`config.mk`:
```
export PLATFORM = sky130hd
export DESIGN_NAME = hybrid_adder
export DESIGN_NICKNAME = d
export VERILOG_FILES = /design/src/rtl/hybrid_adder_pkg.sv /design/src/rtl/cla_block.sv /design/src/rtl/hybrid_adder.sv
export SDC_FILE = /design/constraint.sdc
export NUM_CORES = 1
export LEC_CHECK = 0
export CORE_MARGIN = 4
export CORE_UTILIZATION = 40
export CTS_CLUSTER_DIAMETER = 100
export DETAILED_ROUTE_END_ITERATION = 16
export MAX_ROUTING_LAYER = met4
export PLACE_DENSITY_LB_ADDON = 0.05
export SYNTH_ARGS = -nofsm -noshare
export SYNTH_HDL_FRONTEND = slang
export SYNTH_SLANG_ARGS = --single-unit
```
`constraint.sdc`:
```
create_clock -name clk -period 5.02 [get_ports clk]
set_input_delay 0.753 -clock clk [delete_from_list [all_inputs] [get_ports clk]]
set_output_delay 0.753 -clock clk [all_outputs]
set_load 0.02 [all_outputs]
```
`src/rtl/hybrid_adder_pkg.sv`:
```
// Shared defaults for the hybrid ripple-block / carry-lookahead adder.
// Also provides the block-count helper used by the top level.
package hybrid_adder_pkg;

    localparam int unsigned DefWidth = 32;
    localparam int unsigned DefBlk   = 4;

    function automatic int unsigned num_blocks(input int unsigned width, input int unsigned blk);
        return width / blk;
    endfunction

endpackage

```
`src/rtl/cla_block.sv`:
```
// Combinational carry-lookahead block: every internal carry is a flat sum of
// products of the generate/propagate terms and cin.
module cla_block #(
    parameter int unsigned BLK = 4
) (
    input  logic [BLK-1:0] a,
    input  logic [BLK-1:0] b,
    input  logic           cin,
    output logic [BLK-1:0] s,
    output logic           cout
);

    logic [BLK-1:0] g;
    logic [BLK-1:0] p;
    logic [BLK-1:0] carry;
    logic           grp_g;
    logic           grp_p;

    assign g = a & b;
    assign p = a ^ b;

    // carry[i] = OR_j (g[j] & p[j+1..i-1]) | (cin & p[0..i-1])
    always_comb begin
        logic ci;
        logic pp;
        carry = '0;
        for (int i = 0; i < BLK; i++) begin
            ci = 1'b0;
            for (int j = 0; j < i; j++) begin
                pp = 1'b1;
                for (int k = j + 1; k < i; k++) begin
                    pp = pp & p[k];
                end
                ci = ci | (g[j] & pp);
            end
            pp = 1'b1;
            for (int k = 0; k < i; k++) begin
                pp = pp & p[k];
            end
            carry[i] = ci | (cin & pp);
        end
    end

    always_comb begin
        logic pp;
        grp_g = 1'b0;
        for (int j = 0; j < BLK; j++) begin
            pp = 1'b1;
            for (int k = j + 1; k < BLK; k++) begin
                pp = pp & p[k];
            end
            grp_g = grp_g | (g[j] & pp);
        end
        grp_p = &p;
    end

    assign s    = p ^ carry;
    assign cout = grp_g | (grp_p & cin);

endmodule

```
`src/rtl/hybrid_adder.sv`:
```
// Registered 32-bit adder: lookahead blocks with block carries rippled between
// them, sum and carry-out captured each rising edge with synchronous reset.
module hybrid_adder
    import hybrid_adder_pkg::*;
#(
    parameter int unsigned WIDTH = DefWidth,
    parameter int unsigned BLK   = DefBlk
) (
    input  logic             clk,
    input  logic             rst,
    input  logic [WIDTH-1:0] inp1,
    input  logic [WIDTH-1:0] inp2,
    output logic [WIDTH-1:0] out,
    output logic             c
);

    localparam int unsigned NBLK = num_blocks(WIDTH, BLK);

    logic [NBLK:0]    blk_carry;
    logic [WIDTH-1:0] sum_d;
    logic [WIDTH-1:0] out_q;
    logic             c_q;

    assign blk_carry[0] = 1'b0;

    for (genvar gi = 0; gi < NBLK; gi++) begin : g_blk
        cla_block #(
            .BLK (BLK)
        ) u_cla (
            .a    (inp1[gi*BLK +: BLK]),
            .b    (inp2[gi*BLK +: BLK]),
            .cin  (blk_carry[gi]),
            .s    (sum_d[gi*BLK +: BLK]),
            .cout (blk_carry[gi+1])
        );
    end

    always_ff @(posedge clk) begin
        if (rst) begin
            out_q <= '0;
            c_q   <= 1'b0;
        end else begin
            out_q <= sum_d;
            c_q   <= blk_carry[NBLK];
        end
    end

    assign out = out_q;
    assign c   = c_q;

endmodule

```
* Word-level counts from Yosys, hierarchy flattened
Index checks and enable logic that the tools add are counted.
** Operators by class
- Bitwise logic cells :: 214
- Reductions and logical operators :: 7
** Operators with widths (number)
- AND 1 bit :: 114
- bitwise OR 1 bit :: 76
- bitwise XOR 4 bit :: 16
- AND 4 bit :: 8
- AND reduction 4 bit :: 7
** Word-level totals
- Register bits after elaboration :: 33
- Input port bits :: 66
- Output and inout bits :: 33
- Logic and storage cells :: 223

* Longest topological paths before layout
- Word-level depth :: 22
- Depth in mapped cells :: 11
- Depth with buffers taken out :: 11

* By module
From an unflattened synthesis, not the netlist that was laid out.
** Second synthesis, totals
- Cell total of the unflattened synthesis :: 206
- Area total of the unflattened synthesis :: 2074.5 um2
** Modules (own cells, without submodules)
- cla_block :: times used 8, cells each 17, area an instance 147.6 um2, seq. area each 0.0 um2
- hybrid_adder :: times used 1, cells each 70, area an instance 893.4 um2, seq. area each 660.6 um2

* Worst setup path after synthesis
Ideal clock, no wire load.
- Kind :: input to register
- From :: input inp1[5]
- To :: register out_q[25], in the netlist out[25]
- Library setup time :: 0.128 ns
- Arrival time :: 2.926 ns
- Data required time :: 4.892 ns
- Path slack :: 1.966 ns
- Cell stages on the path :: 11
- Path buffers :: 0
- Cell sequence :: ha_1 o211ai_1 a211oi_2 o21ai_1 a211o_2 o21ai_1 o22a_1 a21oi_1 fa_1 xor2_1 nor2_1
** On the way
- Word-level cells in the longest chain between the ends :: 19
- Elaborated cells on any way between the ends :: 23
- Classes of those cells :: bitwise: 22; reduce/logical: 1
** Ends and longest elaborated chain
- start, declared :: line hybrid_adder.sv:11 : input logic [WIDTH-1:0] inp1,
- bitwise XOR 4 bit :: line cla_block.sv:20 : assign p = a ^ b;
- AND 1 bit (2 in series) :: line cla_block.sv:50 : pp = pp & p[k];
- AND 1 bit :: line cla_block.sv:52 : grp_g = grp_g | (g[j] & pp);
- bitwise OR 1 bit (3 in series) :: line cla_block.sv:52
- bitwise OR 1 bit * :: line cla_block.sv:58 : assign cout = grp_g | (grp_p & cin);
- AND 1 bit * :: line cla_block.sv:58
- bitwise OR 1 bit * :: line cla_block.sv:58
- AND 1 bit * :: line cla_block.sv:58
- bitwise OR 1 bit * :: line cla_block.sv:58
- AND 1 bit * :: line cla_block.sv:58
- bitwise OR 1 bit * :: line cla_block.sv:58
- AND 1 bit * :: line cla_block.sv:58
- bitwise OR 1 bit * :: line cla_block.sv:58
- AND 1 bit * :: line cla_block.sv:40 : carry[i] = ci | (cin & pp);
- bitwise OR 1 bit * :: line cla_block.sv:40
- bitwise XOR 4 bit * :: line cla_block.sv:57 : assign s = p ^ carry;
- end signal, assigned :: line hybrid_adder.sv:43 : out_q <= sum_d;
- end, declared :: line hybrid_adder.sv:21 : logic [WIDTH-1:0] out_q;
Every way passes the cells marked *; elsewhere a longest branch is shown, timed or not.
A chain may end at the register's enable or synchronous reset.

* Final worst setup path
- From :: input inp1[10]
- To :: register out_q[25], in the netlist out[25]
** On the way
- Word-level cells in the longest chain between the ends :: 17
- Elaborated cells on any way between the ends :: 23
- Classes of those cells :: bitwise: 22; reduce/logical: 1
** Ends and longest elaborated chain (line)
- bitwise XOR 4 bit :: cla_block.sv:20
- AND 1 bit (2 in series) :: cla_block.sv:50
- AND 1 bit :: cla_block.sv:52
- bitwise OR 1 bit (3 in series) :: cla_block.sv:52
- bitwise OR 1 bit * :: cla_block.sv:58
- AND 1 bit * :: cla_block.sv:58
- bitwise OR 1 bit * :: cla_block.sv:58
- AND 1 bit * :: cla_block.sv:58
- bitwise OR 1 bit * :: cla_block.sv:58
- AND 1 bit * :: cla_block.sv:58
- bitwise OR 1 bit * :: cla_block.sv:58
- AND 1 bit * :: cla_block.sv:40
- bitwise OR 1 bit * :: cla_block.sv:40
- bitwise XOR 4 bit * :: cla_block.sv:57
Marked as above.

==> flow_summary.ini <==
[timing]
grt_setup_unrepaired = no
timing.fmax_mhz = 287
hold_viol = 0
setup_slack_ns = 1.54
headroom_to_the_max_slew_limit = 0.448
layout_worst_path_cycle_share = 0.693
finalCriticalPeriod_ns = 3.48
timing.final.setup_violations = 0
setup_total_negative_slack_ns = 0
finalMaxSlewViolations = 0
worst_pin_slew_ns = 0.828

[power_and_ir_drop]
combinationalPowerShare = 0.408
netSwitchingPower_uw = 283
share_clk_of_total_power = 0.249
fraction_of_power_spent_switching_nets = 0.316
sequential_fraction_of_design_power = 0.343
p_int_uw = 612
total_leakage_power_uw = 0.00145
power_density_mw_per_mm2 = 257
peakVddDrop_mv = 0.152

[synthesis]
synth_area_sq_mm = 0.00233
synthDistinctLibCells = 50
synth.yosys.seq_area_share = 0.283
syn-mean-instance-area_sq_um = 9.01
synth_edf_count = 0
synth_ff_type = sky130_fd_sc_hd__dfxtp_1
asyncSetResetFlopFracSynth = 0
synth_nets = 365
ys_ff_latch = 33
yosysWarningCount = 0
number_of_cells_produced_by_synthesis = 259

[clock_tree]
cts_max_level = 2
clock_transition_time_at_the_flip_flop_clock_pins_of_the_worst_setup_and_hold_paths_ns = 0.07
cts_num_sinks = 33
cts_resized = 0
cts_root_buffer = sky130_fd_sc_hd__clkbuf_8
cts_tree = done
tritoncts.num_buffers = 5
cts_post_setup_buffers_inserted = 0
clk_path_buf_depth = 2
holdBufCountCts = 0

[cells_and_area]
antenna_cells = 0
final_net_count = 464
share_of_final_layout_standard_cells_stronger_than_drive_strength_1 = 0.0501
layout_commonest_cell = sky130_fd_sc_hd__clkdlybuf4s50_1
final_cell_mix = sky130_fd_sc_hd__clkdlybuf4s50_1 (97), sky130_fd_sc_hd__dfxtp_1 (33), sky130_fd_sc_hd__ha_1 (32)
n_fill_cell = 516
flow.area_growth_from_synthesis_pct = 49.0
area_occupied_by_multi_input_gates_sq_mm = 0.00160
seqCellArea_sq_um = 661

[place]
port-buffer-count = 98
place_worst_setup_slack_ns = 1.24
place.gp.congestion = 0.792
detailed_place_hpwl_mm = 4.49

[global_routing]
first_global_vias = 2150
met3_track_demand_over_resource = 0.0471
grt_first_pass_wirelength_mm = 9.46
global_route_met2_usage = 0.275
initial_antenna_violation_count = 0
grt-ovfl-total = 0
pin_count_of_the_biggest_net_entering_global_routing = 48
grt_util_overall = 0.167
top_usage_layer = met2
grt_util_met1 = 0.189

[min_path]
timing.hold.worst.class = input port to flop

[die]
chipHeight_um = 84.4
coreArea_sq_mm = 0.00557
floorplan.io_pins = 99
floorplan.rows = 27
die_width_um = 84.4
die-area_sq_mm = 0.00712
start_util = 0.419

[route]
detail_route.first_pass.iterations = 4
drtAntennaViolNets = 0
detailedRoute.firstIterationViolations = 68
wl_per_cell_um = 12.9
detailroute.via_count = 2216
per_cell_via_count_in_the_routed_design = 5.14
post-route-drc-count = 0
postRouteWirelength_mm = 5.58

[outcome]
status = completed

[worst_setup_path]
critPathMostFrequentCell = sky130_fd_sc_hd__o21ai_1
cp_max_fo = 5
endpoint_kind = flop
crit_slowest_cell = sky130_fd_sc_hd__a211o_2
cp_cell_sequence = clkdlybuf4s50_1, ha_1, nand4_1, a211oi_2, o21ai_1, a211o_2, o21ai_1, o22a_1, a21oi_1, fa_1, xor2_1, nor2_1
critPathKind = input port to flop
timing.critical_path.arrival_ns = 3.63
worstPathRequired_ns = 5.17
timing.critical_path.from_type = input port
crit_path_max_incr_delay_ns = 0.42

[flow_run]
max_cap_viol_count = 0
-- layer usage --
layer | routed length (um) | vias up
met5 | 0 | -
met4 | 165 | 0
met3 | 328 | 14
met2 | 2680 | 55
met1 | 2410 | 1013
li1 | - | 1134
-- registers in the layout, summed over array words and instances (netlist names) --
name  flops
c         1
out      32
-- worst paths after layout --
check,startpoint,to,slack [ns],cells after the start
worst max-delay path,inp1[10],out[25]$_SDFF_PP0_,1.54,12
worst min-delay path,rst,out[24]$_SDFF_PP0_,1.04,2
-- per-stage QoR --
step | instances | hold WS [ns] | instance area [sq um] | util | power [uW]
after global placement | 423 | 1.34 | 3380 | 0.606 | 675
after detailed placement | 423 | 1.35 | 3380 | 0.606 | 680
after CTS | 431 | 1.04 | 3480 | 0.624 | 909
after floorplan | 259 | 0.977 | 2330 | - | 521
after global routing | 431 | 1.08 | 3480 | 0.624 | 960
final | 431 | 1.04 | 3480 | 0.624 | 895
-- worst max-delay path: cells and delay by family --
family | cells | cell delay, ns
fa+ha+maj | 2 | 0.75
buf+inv | 1 | 0.41
simple gates | 2 | 0.21
xor+xnor | 1 | 0.16
compound gates | 6 | 1.35
-- power by group through the flow --
stage	Sequential (uW)	Clock (uW)	Combinational [uW]
CTS	308	232	369
detailed placement	314	0	366
finish	307	223	365
floorplan	360	0	161
global route	311	247	402
global placement	313	0	362
-- area by class of cell --
cell class	count	share of cell area
clock buffers	7	0.0277
clock inverters	1	0.00144
inverters	15	0.0162
multi-input cells	205	0.458
flip-flops and latches	33	0.190
well taps	72	0.0259
repair buffers	98	0.280
-- Yosys cell counts (2+ instances only) --
| cell type | number | area [sq um] |
|---|---|---|
| sky130_fd_sc_hd__dfxtp_1 | 33 | 661 |
| sky130_fd_sc_hd__ha_1 | 32 | 400 |
| sky130_fd_sc_hd__nor2_1 | 26 | 97.6 |
| sky130_fd_sc_hd__a21oi_1 | 17 | 85.1 |
| sky130_fd_sc_hd__nand2_1 | 16 | 60.1 |
| sky130_fd_sc_hd__inv_1 | 15 | 56.3 |
| sky130_fd_sc_hd__o21ai_0 | 11 | 55.1 |
| sky130_fd_sc_hd__nor2b_1 | 9 | 56.3 |
| sky130_fd_sc_hd__fa_1 | 8 | 160 |
| sky130_fd_sc_hd__xnor2_1 | 8 | 70.1 |
| sky130_fd_sc_hd__nor3_1 | 6 | 30.0 |
| sky130_fd_sc_hd__a211oi_1 | 5 | 37.5 |
| sky130_fd_sc_hd__a21o_1 | 5 | 37.5 |
| sky130_fd_sc_hd__nand3_1 | 5 | 25.0 |
| sky130_fd_sc_hd__xor2_1 | 5 | 43.8 |
| sky130_fd_sc_hd__a31oi_1 | 4 | 25.0 |
| sky130_fd_sc_hd__nand2b_1 | 4 | 25.0 |
| sky130_fd_sc_hd__buf_1 | 3 | 11.3 |
| sky130_fd_sc_hd__clkbuf_1 | 3 | 11.3 |
| sky130_fd_sc_hd__nor3b_1 | 3 | 22.5 |
| sky130_fd_sc_hd__nor4b_1 | 3 | 26.3 |
| sky130_fd_sc_hd__o211ai_1 | 3 | 22.5 |
| sky130_fd_sc_hd__a211o_1 | 2 | 17.5 |
| sky130_fd_sc_hd__a21boi_0 | 2 | 15.0 |
| sky130_fd_sc_hd__nand4_1 | 2 | 12.5 |
| sky130_fd_sc_hd__o21a_1 | 2 | 15.0 |
| sky130_fd_sc_hd__o21ai_1 | 2 | 10.0 |
| sky130_fd_sc_hd__o22a_1 | 2 | 17.5 |
| sky130_fd_sc_hd__or3_1 | 2 | 12.5 |
-- cell families after synthesis --
family	after synthesis	synth area share
buf+inv	21	0.0338
xor+xnor	13	0.0488
compound gates	69	0.210
mux	3	0.0139
flops	33	0.283
simple gates	80	0.171
fa+ha+maj	40	0.240
Note: power is estimated with default switching activity, not from simulation.
